**src/rtl/sp_ram_pkg.sv**
```systemverilog
// Shared widths for the single-port RAM access controller slice.
// Latency: n/a (constants only).
// Backpressure: n/a.
package sp_ram_pkg;

  // Must match the addr_width/data_width of the attached single_port_ram.
  localparam int DEF_ADDR_WIDTH = 6;
  localparam int DEF_DATA_WIDTH = 8;

endpackage

```
**src/rtl/sp_ram_rsp_fifo.sv**
```systemverilog
// Small response FIFO holding read data until the consumer takes it.
// Latency: pushed data visible on pop_data the cycle after the push.
// Backpressure: full/empty/count exported; push with pop is legal at any occupancy.
module sp_ram_rsp_fifo
  import sp_ram_pkg::*;
#(
  parameter int DATA_WIDTH = DEF_DATA_WIDTH,
  parameter int DEPTH      = 2
) (
  input  logic                         clk,
  input  logic                         rst_n,
  input  logic                         push,
  input  logic [DATA_WIDTH-1:0]        push_data,
  input  logic                         pop,
  output logic [DATA_WIDTH-1:0]        pop_data,
  output logic                         full,
  output logic                         empty,
  output logic [$clog2(DEPTH+1)-1:0]   count
);

  localparam int PTR_W = (DEPTH > 1) ? $clog2(DEPTH) : 1;
  localparam int CNT_W = $clog2(DEPTH + 1);

  logic [DATA_WIDTH-1:0] store [DEPTH];
  logic [PTR_W-1:0]      wr_ptr;
  logic [PTR_W-1:0]      rd_ptr;

  function automatic logic [PTR_W-1:0] ptr_next(input logic [PTR_W-1:0] p);
    return (p == PTR_W'(DEPTH - 1)) ? '0 : p + PTR_W'(1);
  endfunction

  // Pointer and occupancy bookkeeping; a pop at full frees the slot the push reuses.
  always_ff @(posedge clk) begin
    if (!rst_n) begin
      wr_ptr <= '0;
      rd_ptr <= '0;
      count  <= '0;
    end else begin
      if (push) begin
        wr_ptr <= ptr_next(wr_ptr);
      end
      if (pop) begin
        rd_ptr <= ptr_next(rd_ptr);
      end
      case ({push, pop})
        2'b10:   count <= count + CNT_W'(1);
        2'b01:   count <= count - CNT_W'(1);
        default: count <= count;
      endcase
    end
  end

  // Data storage carries no reset; validity is tracked by count alone.
  always_ff @(posedge clk) begin
    if (push) begin
      store[wr_ptr] <= push_data;
    end
  end

  assign pop_data = store[rd_ptr];
  assign full     = (count == CNT_W'(DEPTH));
  assign empty    = (count == '0);

endmodule

```
**src/rtl/sp_ram_ctrl.sv**
```systemverilog
// Arbitrates write and read request streams onto one RAM port and buffers read data.
// Latency: rd handshake in cycle N gives rsp_valid with that data in cycle N+2.
// Backpressure: rd_ready withheld when buffer plus in-flight read would exceed 2 entries.
module sp_ram_ctrl
  import sp_ram_pkg::*;
#(
  parameter int ADDR_WIDTH = DEF_ADDR_WIDTH,
  parameter int DATA_WIDTH = DEF_DATA_WIDTH
) (
  input  logic                  clk,
  input  logic                  rst_n,
  input  logic                  wr_valid,
  output logic                  wr_ready,
  input  logic [ADDR_WIDTH-1:0] wr_addr,
  input  logic [DATA_WIDTH-1:0] wr_data,
  input  logic                  rd_valid,
  output logic                  rd_ready,
  input  logic [ADDR_WIDTH-1:0] rd_addr,
  output logic                  rsp_valid,
  input  logic                  rsp_ready,
  output logic [DATA_WIDTH-1:0] rsp_data,
  output logic [DATA_WIDTH-1:0] ram_data,
  output logic [ADDR_WIDTH-1:0] ram_addr,
  output logic                  ram_en,
  input  logic [DATA_WIDTH-1:0] ram_q
);

  localparam int RSP_DEPTH = 2;
  localparam int CNT_W     = $clog2(RSP_DEPTH + 1);

  logic             inflight;   // a read address was latched by the RAM last cycle
  logic             last_wr;    // most recent granted operation was a write
  logic             rsp_pop;
  logic             rsp_full;
  logic             rsp_empty;
  logic [CNT_W-1:0] rsp_count;
  logic [CNT_W:0]   credit_use;
  logic             rd_can;
  logic             wr_gnt;
  logic             rd_gnt;

  assign rsp_valid = rst_n && !rsp_empty;
  assign rsp_pop   = rsp_valid && rsp_ready;

  // Entries committed after this cycle's pop, counting the read whose data lands this cycle.
  // Crediting the pop lets a steady read stream run at one read per cycle.
  assign credit_use = {1'b0, rsp_count} - {{CNT_W{1'b0}}, rsp_pop}
                    + {{CNT_W{1'b0}}, inflight};
  assign rd_can     = (credit_use < (CNT_W+1)'(RSP_DEPTH));

  // Write wins unless a read is also eligible and the previous grant was a write.
  always_comb begin
    wr_gnt = 1'b0;
    rd_gnt = 1'b0;
    if (rst_n) begin
      if (wr_valid && rd_valid && rd_can) begin
        rd_gnt = last_wr;
        wr_gnt = !last_wr;
      end else if (wr_valid) begin
        wr_gnt = 1'b1;
      end else if (rd_valid && rd_can) begin
        rd_gnt = 1'b1;
      end
    end
  end

  // Drive the RAM port from the granted request; idle cycles park at zero.
  always_comb begin
    ram_en   = 1'b0;
    ram_addr = '0;
    ram_data = '0;
    if (wr_gnt) begin
      ram_en   = 1'b1;
      ram_addr = wr_addr;
      ram_data = wr_data;
    end else if (rd_gnt) begin
      ram_addr = rd_addr;
    end
  end

  assign wr_ready = wr_gnt;
  assign rd_ready = rd_gnt;

  // Track the outstanding read and the fairness flag; only grants move last_wr.
  always_ff @(posedge clk) begin
    if (!rst_n) begin
      inflight <= 1'b0;
      last_wr  <= 1'b0;
    end else begin
      inflight <= rd_gnt;
      if (wr_gnt) begin
        last_wr <= 1'b1;
      end else if (rd_gnt) begin
        last_wr <= 1'b0;
      end
    end
  end

  // Credit accounting must keep the buffer from ever overflowing.
  always_ff @(posedge clk) begin
    if (rst_n) begin
      assert (!(inflight && rsp_full && !rsp_pop));
    end
  end

  // RAM q is sampled in the cycle after the address latch, before any new latch lands.
  sp_ram_rsp_fifo #(
    .DATA_WIDTH (DATA_WIDTH),
    .DEPTH      (RSP_DEPTH)
  ) u_rsp_fifo (
    .clk        (clk),
    .rst_n      (rst_n),
    .push       (inflight),
    .push_data  (ram_q),
    .pop        (rsp_pop),
    .pop_data   (rsp_data),
    .full       (rsp_full),
    .empty      (rsp_empty),
    .count      (rsp_count)
  );

endmodule

```
**config.mk**
```make
export PLATFORM = sky130hd
export DESIGN_NAME = sp_ram_ctrl
export DESIGN_NICKNAME = d
export VERILOG_FILES = /design/src/rtl/sp_ram_pkg.sv /design/src/rtl/sp_ram_rsp_fifo.sv /design/src/rtl/sp_ram_ctrl.sv
export SDC_FILE = /design/constraint.sdc
export NUM_CORES = 1
export LEC_CHECK = 0
export ABC_AREA = 1
export ABC_CLOCK_PERIOD_IN_PS = 6060
export BUFFER_PORTS_ARGS = -buffer_cell sky130_fd_sc_hd__clkbuf_2
export CORE_MARGIN = 1.5
export CORE_UTILIZATION = 47
export CTS_BUF_LIST = sky130_fd_sc_hd__clkbuf_8
export DETAILED_ROUTE_END_ITERATION = 6
export GPL_TIMING_DRIVEN = 1
export PLACE_DENSITY = 0.82
export SLEW_MARGIN = 20
export SYNTH_ARGS = -nofsm -noshare
export SYNTH_HDL_FRONTEND = slang
export SYNTH_SLANG_ARGS = --single-unit
```
**constraint.sdc**
```tcl
create_clock -name clk -period 6.06 [get_ports clk]
set_clock_uncertainty 0.1 [all_clocks]
set_input_delay 1.212 -clock clk [delete_from_list [all_inputs] [get_ports clk]]
set_output_delay 1.212 -clock clk [all_outputs]
set_load 0.1 [all_outputs]
```
==> reports/metrics.csv <==
metric;value;unit
Leak;0.782;nW
pwr dens;270;nW/um^2
Synth warnings;0;
vias in the first global route;928;
combinational power share;36.3;%
wire length per cell;10.4;um
row count;18;
Die W;53.4;um
Synthesized Nets;154;
fin. max-slew vios;0;
total track usage;17.8;%
IO Pins;59;
flops & latches, synth;23;
Clk Latency, worst-skew pair;0.25;ns
WP data required;4.75;ns
ANT nets after route;0;
Hold/Removal Path Class;reg -> reg;
maxcap violations;0;
net switching power;0.000168;W
share of power burned in registers;43.1;%
CTS H-tree depth;1;
arrival time at the worst endpoint;3.61;ns
status;complete, no violations;
cts hold-fix bufs;0;
vias;939;
fin nets;215;
pre-CTS setup slack;1.12;ns
sequential area share after synthesis;51.9;%
RSZ-0062 raised after global routing;no;
clk buf depth;2;
worst setup path class;in -> out;
Worst Path Max Fanout;7;
Setup crit end kind;output port;
final worst slack;1.14;ns
syn avg cell area;10.1;um^2
clock-pin transition on the worst setup and hold timing paths;0.07;ns
largest net degree at the start of global routing;13;
setup TNS;0;ns
largest area contributor in the netlist;edfxtp_1;
worst slew pin tran;0.659;ns
Antenna Cells;0;
Clock Power Share;20.6;%
Sink Count;23;
Root Driver;clkbuf_8;
FMAX;203;MHz
Core Region;2430;um^2
post-synthesis instance total;118;
Slew HR;55.9;%
Initial Util;49.1;%
synth unique cells;24;
gpl congestion;0.795;
Hold Vio Cnt, Final;0;
DRC viols;0;
GRT overflow;0;
I/O Buffers;58;
CP max stage cell;fa_1;
top post-synthesis cells by area;edfxtp_1, dfxtp_1, mux2_1, nand2_1, inv_1;
CTS tree;built;
via/cell ratio;4.51;
Detailed Routing Iterations Pass 1;4;
final wirelength;2160;um
die height;53.4;um
Slowest Stage Delay on Critical Path;0.48;ns
Startpoint Class;input port;
initial antenna violation count;0;
Synth top area share;40.2;%
placed wire-length estimate;1840;um
share of cells above drive strength 1;47.8;%
DR iter-0 viols;6;
CP Cell Sequence;clkbuf_2, nand3_1, inv_1, ha_1, or2_2, fa_1, nand2_1, inv_2, nand3_4, nor2_8, nand2_1, nand2_1, clkbuf_2;
Final min period;4.92;ns
post-route clock period utilization;81.2;%
Int Power;0.000252;W
# setup viols final;0;
Area growth syn-to-layout;30.2;%
total CTS buffers;3;
maximum vdd drop;191;uV
Post-Synthesis Cell Area;1190;um^2
first-pass GRT wire length;3670;um
full die area;2850;um^2
most used cell along the critical path;nand2_1;
sw frac;40.1;%
Post-CTS Setup Inserts;0;
Resized cells post-CTS;0;
==> path summary, 6_finish.rpt <==
| check | slack, ns | from | depth (start not counted) | end |
|---|---|---|---|---|
| max reg2reg | 3.56 | u_rsp_fifo.count[1] | 12 | last_wr |
| max | 1.14 | rst_n | 13 | ram_addr[4] |
| min | 0.40 | inflight | 2 | u_rsp_fifo.wr_ptr |
| min reg2reg | 0.40 | inflight | 2 | u_rsp_fifo.wr_ptr |
==> cell families after synthesis <==
group           Yosys count  share of synthesized area [%]
compound gates            6                           2.83
fa+ha+maj                 3                           3.77
buf+inv                  24                           7.96
flops                    23                           51.9
mux                       8                           7.54
simple gates             54                           26.0
==> cell usage after synthesis <==
library cell / instances
nor2_2: 8
nand2_4: 1
nand3_4: 1
a21oi_2: 1
edfxtp_1: 16
mux2_1: 8
buf_2: 1
ha_1: 2
nor2_1: 9
inv_1: 14
nand2_8: 1
a21oi_1: 3
nand4_4: 1
o21ai_0: 2
nand2_1: 21
nor2_8: 1
nor3_1: 1
inv_2: 8
nand3_1: 8
or2_2: 1
dfxtp_1: 7
buf_4: 1
nand2_2: 1
fa_1: 1
==> power by group through the flow <==
stage,combinational (W),sequential [W],clock (W)
after floorplan,0.000128,0.000183,0
after detailed placement,0.000153,0.000185,0
after CTS,0.000154,0.000181,0.0000901
after global routing,0.000162,0.000182,0.0000949
final,0.000152,0.000181,0.0000867
after global placement,0.000151,0.000184,0
==> cell usage in the layout, fill, tap and decap left out, types with 2 or more instances in the layout <==
| cell | netlist | final |
|---|---|---|
| a21oi_1 | 3 | 3 |
| clkbuf_2 | 0 | 58 |
| clkbuf_8 | 0 | 3 |
| dfxtp_1 | 7 | 7 |
| edfxtp_1 | 16 | 16 |
| ha_1 | 2 | 2 |
| inv_1 | 14 | 15 |
| inv_2 | 8 | 8 |
| mux2_1 | 8 | 8 |
| nand2_1 | 21 | 21 |
| nand3_1 | 8 | 8 |
| nor2_1 | 9 | 9 |
| nor2_2 | 8 | 8 |
| o21ai_0 | 2 | 2 |
==> sequential cells by signal (all words and copies together), names as in the netlist, named ones only <==
register and cells:
u_rsp_fifo.store 16, u_rsp_fifo.count 2, inflight 1, last_wr 1, u_rsp_fifo.rd_ptr 1, u_rsp_fifo.wr_ptr 1
==> area by class of cell <==
| cell class | instances | area (um^2) |
|---|---|---|
| clock buffer | 3 | 41.3 |
| clock inverter | 1 | 3.75 |
| fill | 213 | 877 |
| inverter | 22 | 82.6 |
| multi-input combinational | 71 | 479 |
| sequential | 23 | 621 |
| tap | 30 | 37.5 |
| timing repair buffer | 58 | 290 |
==> metrics by stage <==
step                power (W)  cells  hold WS [ns]  utilization (%)  area, um^2
detailed placement   0.000338    204         0.395             62.1        1510
finish               0.000420    208         0.399             63.9        1560
global placement     0.000335    204         0.386             62.1        1510
global route         0.000439    208         0.430             63.9        1560
CTS                  0.000425    208         0.401             63.9        1560
floorplan            0.000311    118         0.373                -        1190
==> layer usage <==
metal,up-vias,GRT usage (%),wire [um]
li1,494,-,-
met2,44,32.5,1060
met1,397,20.6,922
met4,0,7.69,38
met5,-,0,0
met3,4,1.98,144
==> critical path, delay by kind of cell <==
kind                     cells  cell delay [ns]
AND/OR/NAND/NOR              7             0.88
buffers and inverters        4             0.74
adder cells (fa/ha/maj)      2             0.77
Note: power is estimated with default switching activity, not from simulation.
